==> src/rtl/score_pkg.sv <==
// Shared types, constants and BCD/segment helpers for the score keeper.
package score_pkg;

  typedef enum logic [1:0] {IDLE, PLAY, DONE} state_t;

  localparam logic [1:0] MODE_OFF    = 2'b00;
  localparam logic [3:0] PTS_EASY    = 4'd1;
  localparam logic [3:0] PTS_MED     = 4'd2;
  localparam logic [3:0] PTS_HARD    = 4'd3;
  localparam logic [7:0] BCD_MAX     = 8'h99;
  localparam logic [3:0] DIGIT_BLANK = 4'hF;

  // Active-low segments, bit 6 = a ... bit 0 = g.
  localparam logic [6:0] SEG_0     = 7'h01;
  localparam logic [6:0] SEG_1     = 7'h4F;
  localparam logic [6:0] SEG_2     = 7'h12;
  localparam logic [6:0] SEG_3     = 7'h06;
  localparam logic [6:0] SEG_4     = 7'h4C;
  localparam logic [6:0] SEG_5     = 7'h24;
  localparam logic [6:0] SEG_6     = 7'h20;
  localparam logic [6:0] SEG_7     = 7'h0F;
  localparam logic [6:0] SEG_8     = 7'h00;
  localparam logic [6:0] SEG_9     = 7'h04;
  localparam logic [6:0] SEG_BLANK = 7'h7F;

  function automatic logic [3:0] points(input logic [1:0] mode);
    case (mode)
      2'b01:   return PTS_EASY;
      2'b10:   return PTS_MED;
      2'b11:   return PTS_HARD;
      default: return 4'd0;
    endcase
  endfunction

  function automatic logic [7:0] bcd_add_sat(input logic [7:0] a, input logic [3:0] pts);
    logic [4:0] ones;
    logic [3:0] tens;
    ones = {1'b0, a[3:0]} + {1'b0, pts};
    tens = a[7:4];
    if (ones > 5'd9) begin
      ones = ones - 5'd10;
      tens = tens + 4'd1;
    end
    if (tens > 4'd9) return BCD_MAX;
    return {tens, ones[3:0]};
  endfunction

  function automatic logic [7:0] bcd_dec(input logic [7:0] a);
    if (a == 8'h00) return 8'h00;
    if (a[3:0] == 4'd0) return {a[7:4] - 4'd1, 4'd9};
    return {a[7:4], a[3:0] - 4'd1};
  endfunction

  function automatic logic [6:0] seg_decode(input logic [3:0] d);
    case (d)
      4'd0:    return SEG_0;
      4'd1:    return SEG_1;
      4'd2:    return SEG_2;
      4'd3:    return SEG_3;
      4'd4:    return SEG_4;
      4'd5:    return SEG_5;
      4'd6:    return SEG_6;
      4'd7:    return SEG_7;
      4'd8:    return SEG_8;
      4'd9:    return SEG_9;
      default: return SEG_BLANK;
    endcase
  endfunction

endpackage

==> src/rtl/ssd_mux.sv <==
// Four-digit seven-segment multiplexer: rotates anodes 3,2,1,0 every DIV cycles
// and decodes the selected BCD digit; outputs are registered and dark in reset.
module ssd_mux
  import score_pkg::*;
#(
  parameter int DIV = 250
) (
  input  logic            clk,
  input  logic            rst_n,
  input  logic [3:0][3:0] digits,
  output logic [6:0]      seg,
  output logic [3:0]      an
);

  localparam int RW = (DIV > 1) ? $clog2(DIV) : 1;

  logic [RW-1:0] cnt;
  logic [1:0]    sel;

  always_ff @(posedge clk or negedge rst_n) begin
    if (!rst_n) begin
      cnt <= '0;
      sel <= 2'd3;
      an  <= 4'b1111;
      seg <= SEG_BLANK;
    end else begin
      an  <= ~(4'b0001 << sel);
      seg <= seg_decode(digits[sel]);
      if (cnt == RW'(DIV - 1)) begin
        cnt <= '0;
        sel <= sel - 2'd1;
      end else begin
        cnt <= cnt + RW'(1);
      end
    end
  end

endmodule

==> src/rtl/score_keeper.sv <==
// Whack-a-mole score keeper: BCD score, 1 Hz round timer, optional high score
// (enabled by macro HIGH_SCORE_EN) and a 4-digit seven-segment display.
module score_keeper
  import score_pkg::*;
#(
  parameter int CLK_FREQ_HZ   = 100_000_000,
  parameter int ROUND_SECONDS = 30,
  parameter int REFRESH_HZ    = 1000
) (
  input  logic       clock_i,
  input  logic       reset_i,
  input  logic [1:0] mode_i,
  input  logic       start_i,
  input  logic       whacked_i,
  output logic [7:0] score_o,
  output logic [7:0] high_score_o,
  output logic       game_over_o,
  output logic [6:0] SSD_seg_o,
  output logic [3:0] SSD_an_o
);

  localparam int TW = (CLK_FREQ_HZ > 1) ? $clog2(CLK_FREQ_HZ) : 1;
  localparam int REFRESH_RAW = CLK_FREQ_HZ / (4 * REFRESH_HZ);
  localparam int REFRESH_DIV = (REFRESH_RAW < 1) ? 1 : REFRESH_RAW;
  localparam logic [7:0] ROUND_BCD = {4'(ROUND_SECONDS / 10), 4'(ROUND_SECONDS % 10)};

  // Reset asserts immediately, releases two clocks later.
  logic [1:0] rst_sync;
  logic       rst_n;

  always_ff @(posedge clock_i or negedge reset_i) begin
    if (!reset_i) rst_sync <= 2'b00;
    else          rst_sync <= {rst_sync[0], 1'b1};
  end
  assign rst_n = rst_sync[1];

  // Two sync flops, one history flop, registered edge pulse.
  logic [2:0] start_sh, whack_sh;
  logic       start_p, whack_p;

  always_ff @(posedge clock_i or negedge rst_n) begin
    if (!rst_n) begin
      start_sh <= '0;
      whack_sh <= '0;
      start_p  <= 1'b0;
      whack_p  <= 1'b0;
    end else begin
      start_sh <= {start_sh[1:0], start_i};
      whack_sh <= {whack_sh[1:0], whacked_i};
      start_p  <= start_sh[1] & ~start_sh[2];
      whack_p  <= whack_sh[1] & ~whack_sh[2];
    end
  end

  state_t        state, state_nxt;
  logic [7:0]    timer, timer_nxt, score_nxt;
  logic [TW-1:0] tick_cnt, tick_nxt;
  logic          tick;

  assign tick = (tick_cnt == TW'(CLK_FREQ_HZ - 1));

  always_ff @(posedge clock_i or negedge rst_n) begin
    if (!rst_n) begin
      state    <= IDLE;
      score_o  <= 8'h00;
      timer    <= 8'h00;
      tick_cnt <= '0;
    end else begin
      state    <= state_nxt;
      score_o  <= score_nxt;
      timer    <= timer_nxt;
      tick_cnt <= tick_nxt;
    end
  end

  always_comb begin
    state_nxt = state;
    score_nxt = score_o;
    timer_nxt = timer;
    tick_nxt  = tick_cnt;
    case (state)
      PLAY: begin
        if (mode_i == MODE_OFF) begin
          state_nxt = IDLE;
          score_nxt = 8'h00;
        end else begin
          if (whack_p) score_nxt = bcd_add_sat(score_o, points(mode_i));
          if (tick) begin
            tick_nxt  = '0;
            timer_nxt = bcd_dec(timer);
            if (timer == 8'h01) state_nxt = DONE;
          end else begin
            tick_nxt = tick_cnt + TW'(1);
          end
        end
      end
      default: begin
        if (start_p && mode_i != MODE_OFF) begin
          state_nxt = PLAY;
          score_nxt = 8'h00;
          timer_nxt = ROUND_BCD;
          tick_nxt  = '0;
        end else if (state == DONE && mode_i == MODE_OFF) begin
          state_nxt = IDLE;
        end
      end
    endcase
  end

  assign game_over_o = (state == DONE);

  logic [7:0] left;

`ifdef HIGH_SCORE_EN
  logic [7:0] high_score;

  // Compare against score_nxt so a whack landing on the final tick counts.
  always_ff @(posedge clock_i or negedge rst_n) begin
    if (!rst_n) high_score <= 8'h00;
    else if (state == PLAY && state_nxt == DONE && score_nxt > high_score)
      high_score <= score_nxt;
  end

  assign high_score_o = high_score;
  assign left = (state == PLAY) ? timer : high_score;
`else
  assign high_score_o = 8'h00;
  assign left = (state == PLAY) ? timer : {DIGIT_BLANK, DIGIT_BLANK};
`endif

  ssd_mux #(.DIV(REFRESH_DIV)) u_ssd (
    .clk    (clock_i),
    .rst_n  (rst_n),
    .digits ({left, score_o}),
    .seg    (SSD_seg_o),
    .an     (SSD_an_o)
  );

endmodule

==> config.mk <==
export PLATFORM = sky130hd
export DESIGN_NAME = score_keeper
export DESIGN_NICKNAME = d
export VERILOG_FILES = /design/src/rtl/score_pkg.sv /design/src/rtl/ssd_mux.sv /design/src/rtl/score_keeper.sv
export SDC_FILE = /design/constraint.sdc
export NUM_CORES = 1
export LEC_CHECK = 0
export ABC_CLOCK_PERIOD_IN_PS = 4800
export BUFFER_PORTS_ARGS = -buffer_cell sky130_fd_sc_hd__buf_4
export CORE_MARGIN = 2
export CORE_UTILIZATION = 58
export CTS_BUF_LIST = sky130_fd_sc_hd__clkbuf_16
export DETAILED_ROUTE_END_ITERATION = 12
export PLACE_DENSITY = 0.76
export SLEW_MARGIN = 5
export SYNTH_ARGS = -nofsm -noshare
export SYNTH_HDL_FRONTEND = slang
export SYNTH_SLANG_ARGS = --single-unit
==> constraint.sdc <==
create_clock -name clock_i -period 4.8 [get_ports clock_i]
set_input_delay 0.24 -clock clock_i [delete_from_list [all_inputs] [get_ports clock_i]]
set_output_delay 0.24 -clock clock_i [all_outputs]
set_load 0.02 [all_outputs]
# Word-level counts from Yosys, hierarchy flattened

Memories as Yosys holds them, arrays and structs flattened. A register that Yosys moved wholly into a read port is not among the register bits.
Cells that the tools add are included.

Register bits after elaboration: 76
Bits in read-only memories: 112
Input port bits: 6
Output and inout bits: 28
Word-level logic and storage cells: 109
Memories kept: 1

Add/subtract/negate cells: 8
Order comparisons: 3
Equal/unequal tests: 14
Shifts and indexed selects: 1
Mux-type cells: 50
Bitwise logic cells: 5
Reductions and logical operators: 14

Memories:

| name            | words | bits a word | read ports | clocked after memory_dff | wr ports | line            | source |
|---|---|---|---|---|---|---|---|
| (no name shown) | 16    | 7           | 1          | 1                        | 0        | score_pkg.sv:55 | `case (d)` |

Operators with widths:

| cell                                                           | number |
|---|---|
| two-way mux 8 bit                                              | 15 |
| two-way mux 27 bit                                             | 4 |
| two-way mux 4 bit                                              | 9 |
| adder 27 x 1 -> 27 bit (second input constant)                 | 1 |
| == test 27 bit (second input constant)                         | 1 |
| adder 15 x 1 -> 15 bit (second input constant)                 | 1 |
| == test 15 bit (second input constant)                         | 1 |
| two-way mux 15 bit                                             | 1 |
| two-way mux 1 bit                                              | 13 |
| two-way mux 2 bit                                              | 6 |
| != test 3 bit (second input constant)                          | 4 |
| binary-select mux 4 bit (select 2 bit)                         | 1 |
| == test 8 x 1 -> 1 bit (second input constant)                 | 1 |
| zero test 8 bit                                                | 1 |
| subtractor 4 x 1 -> 4 bit (second input constant)              | 2 |
| == test 2 bit (second input constant)                          | 3 |
| one-hot mux 2 bit (3 select lines)                             | 1 |
| AND reduction 3 bit                                            | 2 |
| adder 4 x 4 -> 5 bit                                           | 1 |
| greater-than comparator 5 x 4 -> 1 bit (second input constant) | 1 |
| adder 4 x 1 -> 4 bit (second input constant)                   | 1 |
| == test 2 x 1 -> 1 bit (second input constant)                 | 2 |
| greater-than comparator 4 bit (second input constant)          | 1 |
| zero test 4 bit                                                | 1 |
| other kinds (15)                                               | 21 |

# Longest topological paths before layout

Depth after elaboration: 20
Gate-level depth with buffers: 9
Mapped depth without buffers: 8

# By module

Synthesis repeated with hierarchy kept, for this count alone.

Cells, all modules: 475
Area total of the unflattened synthesis: 4,574.4 um^2

Modules (own cells, without submodules):

| module       | instances | cells each | area each (um^2) | sequential area each (um^2) |
|---|---|---|---|---|
| score_keeper | 1         | 348        | 3,121.7          | 1,376.3 |
| ssd_mux      | 1         | 127        | 1,452.6          | 716.9 |

# Least setup slack after synthesis

No wires, ideal clock.

Kind: register -> register
From: reg score_o[0]
To: reg score_o[6]
Arrival time: 2,447 ps
Required time: 4,679 ps
Path slack: 2,232 ps
Stages on the path, launching flop included: 10
Path buffers: 1
Period minus slack after synthesis: 2,568 ps
Cell sequence: dfrtp_1 ha_1 inv_1 fa_1 buf_2 mux2i_1 a22o_1 o311ai_0 a21boi_0 o22a_1

Word-level cells in the longest chain between the ends: 15

Ends and longest elaborated chain:

| what                                     | line               | source |
|---|---|---|
| from (decl)                              | score_keeper.sv:15 | `output logic [7:0] score_o,` |
| from (signal assigned)                   | score_keeper.sv:70 | `score_o <= score_nxt;` |
| adder 4 x 4 -> 5 bit *                   | score_pkg.sv:38    | `ones = {1'b0, a[3:0]} + {1'b0, pts};` |
| greater-than comparator 5 x 4 -> 1 bit * | score_pkg.sv:40    | `if (ones > 5'd9) begin` |
| two-way mux 4 bit *                      | score_pkg.sv:40    |  |
| two-way mux 4 bit *                      | score_keeper.sv:87 | `if (whack_p) score_nxt = bcd_add_sat(score_o, points(mode_i));` |
| two-way mux 4 bit *                      | score_keeper.sv:83 | `if (mode_i == MODE_OFF) begin` |
| two-way mux 4 bit *                      | score_keeper.sv:81 | `case (state)` |
| greater-than comparator 4 bit            | score_pkg.sv:44    | `if (tens > 4'd9) return BCD_MAX;` |
| two-way mux 1 bit                        | score_pkg.sv:44    |  |
| two-way mux 1 bit                        | score_keeper.sv:87 |  |
| two-way mux 1 bit                        | score_keeper.sv:83 |  |
| two-way mux 1 bit                        | score_keeper.sv:81 |  |
| two-way mux 8 bit *                      | score_pkg.sv:45    | `return {tens, ones[3:0]};` |
| two-way mux 8 bit *                      | score_keeper.sv:87 |  |
| two-way mux 8 bit *                      | score_keeper.sv:83 |  |
| two-way mux 8 bit *                      | score_keeper.sv:81 |  |

Every way passes the cells marked *; elsewhere a longest branch is shown, timed or not. The select of a mux whose other input is x is not followed.
A chain may end at the register's enable or synchronous reset.

# Worst setup path in the final report

From: reg state[0]
To: reg tick_cnt[17]

Word-level cells in the longest chain between the ends: 3
Elaborated cells between the ends (all ways): 5
Those cells by class: eq/ne: 2; mux: 1; reduce/logical: 2

Ends and longest elaborated chain:

| what                                                                 | line               | source |
|---|---|---|
| from (decl)                                                          | score_keeper.sv:55 | `state_t state, state_nxt;` |
| from (signal assigned)                                               | score_keeper.sv:69 | `state <= state_nxt;` |
| == test 2 x 1 -> 1 bit *                                             | score_keeper.sv:81 |  |
| != test 2 bit (no line) / nonzero test 2 bit (equally long branches) | n/a                |  |
| AND reduction 2 bit (no line)                                        | n/a                |  |
| to (signal assigned)                                                 | score_keeper.sv:72 | `tick_cnt <= tick_nxt;` |
| to (decl)                                                            | score_keeper.sv:57 | `logic [TW-1:0] tick_cnt, tick_nxt;` |

Every way passes the cells marked *; elsewhere a longest branch is shown, timed or not.

==> impl_results.md <==
* DR pass1 iterations at 4
* Die Area at 8780 sq um
* Initial antenna violation count at 0
* CP Capture Type: flip-flop
* Clock Pin Slew Worst Setup and Hold Paths at 0.06 ns
* Port Buf Inserts at 25
* Final slew viol count at 0
* Post-route cell area at 5200 sq um
* Largest net degree at the start of global routing at 82
* Layout Nets at 519
* Grt met3 use at 3.93%
* Status: finished, final reports clean
* Synth Cell Area at 4670 sq um
* Pleak at 2.34 nW
* Top cells by area, synth: dfrtp_1, dfstp_2, ha_1
* WP data arrival at 3.05 ns
* Clock latency on the worst-skew pair at 0.34 ns
* Slew @ Worst Pin at 1.06 ns
* Routed length per instance at 16.3 microns
* Area fraction of the dominant cell type after synthesis at 37.5%
* Area after DPL at 4860 sq um
* Vias after detailed routing at 3609
* Num CTS Buffers at 9
* TritonCTS clock tree: built
* CTS Sinks at 83
* Starting Density at 60.1%
* Post-synth EDFFs at 0
* Ys flop type: dfrtp_1
* Setup_tns at 0 ns
* Sequential element share of the synthesized area at 44.9%
* Post-synthesis register bit count at 83
* CP top delay family: simple AND/OR/NAND/NOR gates
* Cell Rows at 32
* Slew headroom at 28.7%
* Distinct cells, synth at 67
* Syn Inst Count at 473
* Final Hold Fails at 0
* Most frequent cell after synthesis: dfrtp_1
* Startpoint Class: flip-flop
* Hpwl dp at 6630 microns
* First-pass GRT wire length at 16700 microns
* RSZ-0062 raised after global routing: no
* Antenna Cells at 0
* Warnings, synthesis at 0
* Initial DRC count at 292
* Synth cell count leaders: dfrtp_1, nor2_1, nand2_1
* Overflow left after global routing at 0
* Syn Area/Cell at 9.87 sq um
* Share of layout cells above drive strength 1 at 15.3%
* Die span in y at 93.7 microns
* Hold crit path type: input port to flip-flop
* Via/cell ratio at 6.03
* Final Setup Violations at 0
* Synth area leader: dfrtp_1
* Final setup skew at 0.00978 ns
* Remaining DRCs at 0
* PD cells at 441 nW/um^2
* Crit share post-route at 59.0%
* Detail Route Antenna Nets at 0
* Area Overhead vs Synth at 11.5%
* CTS root buffer: clkbuf_16
* I/O pin count at 34
* GRT Max-Usage Layer: met2
* Peak Freq at 0.353 GHz
* Crit path buf inv count at 0
* Max cap viols at 0
* Final worst path period need at 2.83 ns
* Slowest stage cell, crit path: nor2b_1
* Clk buf depth at 2
* Placer Congestion at 0.900
* Worst Path Class, Setup: flip-flop to flip-flop
* Max stage delay on crit path at 0.83 ns
* GR met1 Demand/Resource at 31.6%
* Largest fanout on the critical path at 13
* Gr usage total at 24.1%
* Final WL at 9790 microns
* Asr flop ratio synth at 100%
* CP required at 5.02 ns
* Vias in the first global route at 3505
* Setup bufs post-CTS at 0
* Met2 GRT Util at 40.7%
* H-tree Lvls at 3
* Worst vdd ir at 0.297 mV
* CP Cell Sequence: nor2b_1, o2111ai_1, nor3_4, nand2_1, a311o_1
* Core area at 7770 sq um
* Chip width at 93.7 microns
-- state kept, by name, summed over array words and instances (netlist names), 2 cells and up --
name       count
whack_sh       3
state          2
tick_cnt      27
start_sh       3
score_o        8
u_ssd.seg      7
timer          8
u_ssd.sel      2
u_ssd.an       4
u_ssd.cnt     15
rst_sync       2
-- metal layers --
layer / routed length [microns] / share of wire [%]
met3: 446 / 4.6
met5: 0 / 0
met4: 175 / 1.8
met2: 4900 / 50
met1: 4270 / 44
-- through the flow --
step	hold WS (ns)	setup WS [ns]	instances	power (W)	utilization [%]
2_1_floorplan	-0.0556	2.23	480	0.00138	-
3_3_place_gp	0.0221	2.17	582	0.00152	62.6
3_5_place_dp	0.0270	2.08	582	0.00154	62.6
4_1_cts	0.000467	2.04	599	0.00230	67.0
5_1_grt	0.00201	1.72	599	0.00241	67.0
6_report	0.00696	1.97	599	0.00229	67.0
-- repair_timing --
item	in CTS	in global routing
resized for setup	0	0
hold endpoints to repair	2	0
hold buffers	1	0
-- cell type report --
| cell class | instances | area [sq um] |
|---|---|---|
| Tap cell | 102 | 128 |
| Sequential cell | 83 | 2100 |
| Clock buffer | 11 | 275 |
| Inverter | 23 | 86.3 |
| Timing Repair Buffer | 26 | 198 |
| Fill cell | 638 | 2560 |
| Clock inverter | 5 | 56.3 |
| Multi-Input combinational cell | 349 | 2360 |
-- cell families (layout without fill, tap and decap cells) --
| group | count (synthesis) | count (layout) | share of synthesized area (%) |
|---|---|---|---|
| AND/OR/NAND/NOR | 177 | 177 | 21.0 |
| AO/OA/AOI/OAI | 90 | 90 | 12.8 |
| flip-flops | 83 | 83 | 44.9 |
| buffers and inverters | 48 | 65 | 5.07 |
| XOR/XNOR | 39 | 39 | 7.32 |
| adder cells (fa/ha/maj) | 21 | 21 | 5.79 |
| multiplexers | 13 | 13 | 3.00 |
| other | 2 | 9 | 0.161 |
-- cell usage in the layout (no fill, tap or decap), types with 8 or more instances in the layout --
master,instances
nor3_1,8
nor4_1,14
mux2_2,8
o21ai_0,22
dfstp_2,13
conb_1,9
buf_4,25
nand3_1,22
xnor2_1,27
clkbuf_16,11
nor2_1,46
a21oi_1,26
nand2_1,31
xor2_1,12
ha_1,20
dfrtp_1,69
inv_1,24
-- path summary, 6_finish.rpt --
kind | slack [ns] | depth (start not counted) | to | start
hold reg to reg | 0.35 | 0 | whack_sh[1] | whack_sh[0]
min in group asynchronous | 0.23 | 2 | rst_sync[1] | reset_i
max in group asynchronous | 3.64 | 0 | timer[0] | rst_sync[1]
setup / recovery | 1.97 | 5 | tick_cnt[17] | state[0]
hold / removal | 0.007 | 1 | whack_sh[0] | whacked_i
setup reg to reg | 1.97 | 5 | tick_cnt[17] | state[0]
-- power by group --
| group | total, W | switching (W) | internal, W |
|---|---|---|---|
| clock | 0.000755 | 0.000289 | 0.000466 |
| combinational | 0.000651 | 0.000404 | 0.000247 |
| sequential | 0.000888 | 0.0000940 | 0.000794 |
| total | 0.00229 | 0.000786 | 0.00151 |
Note: power is estimated with default switching activity, not from simulation.
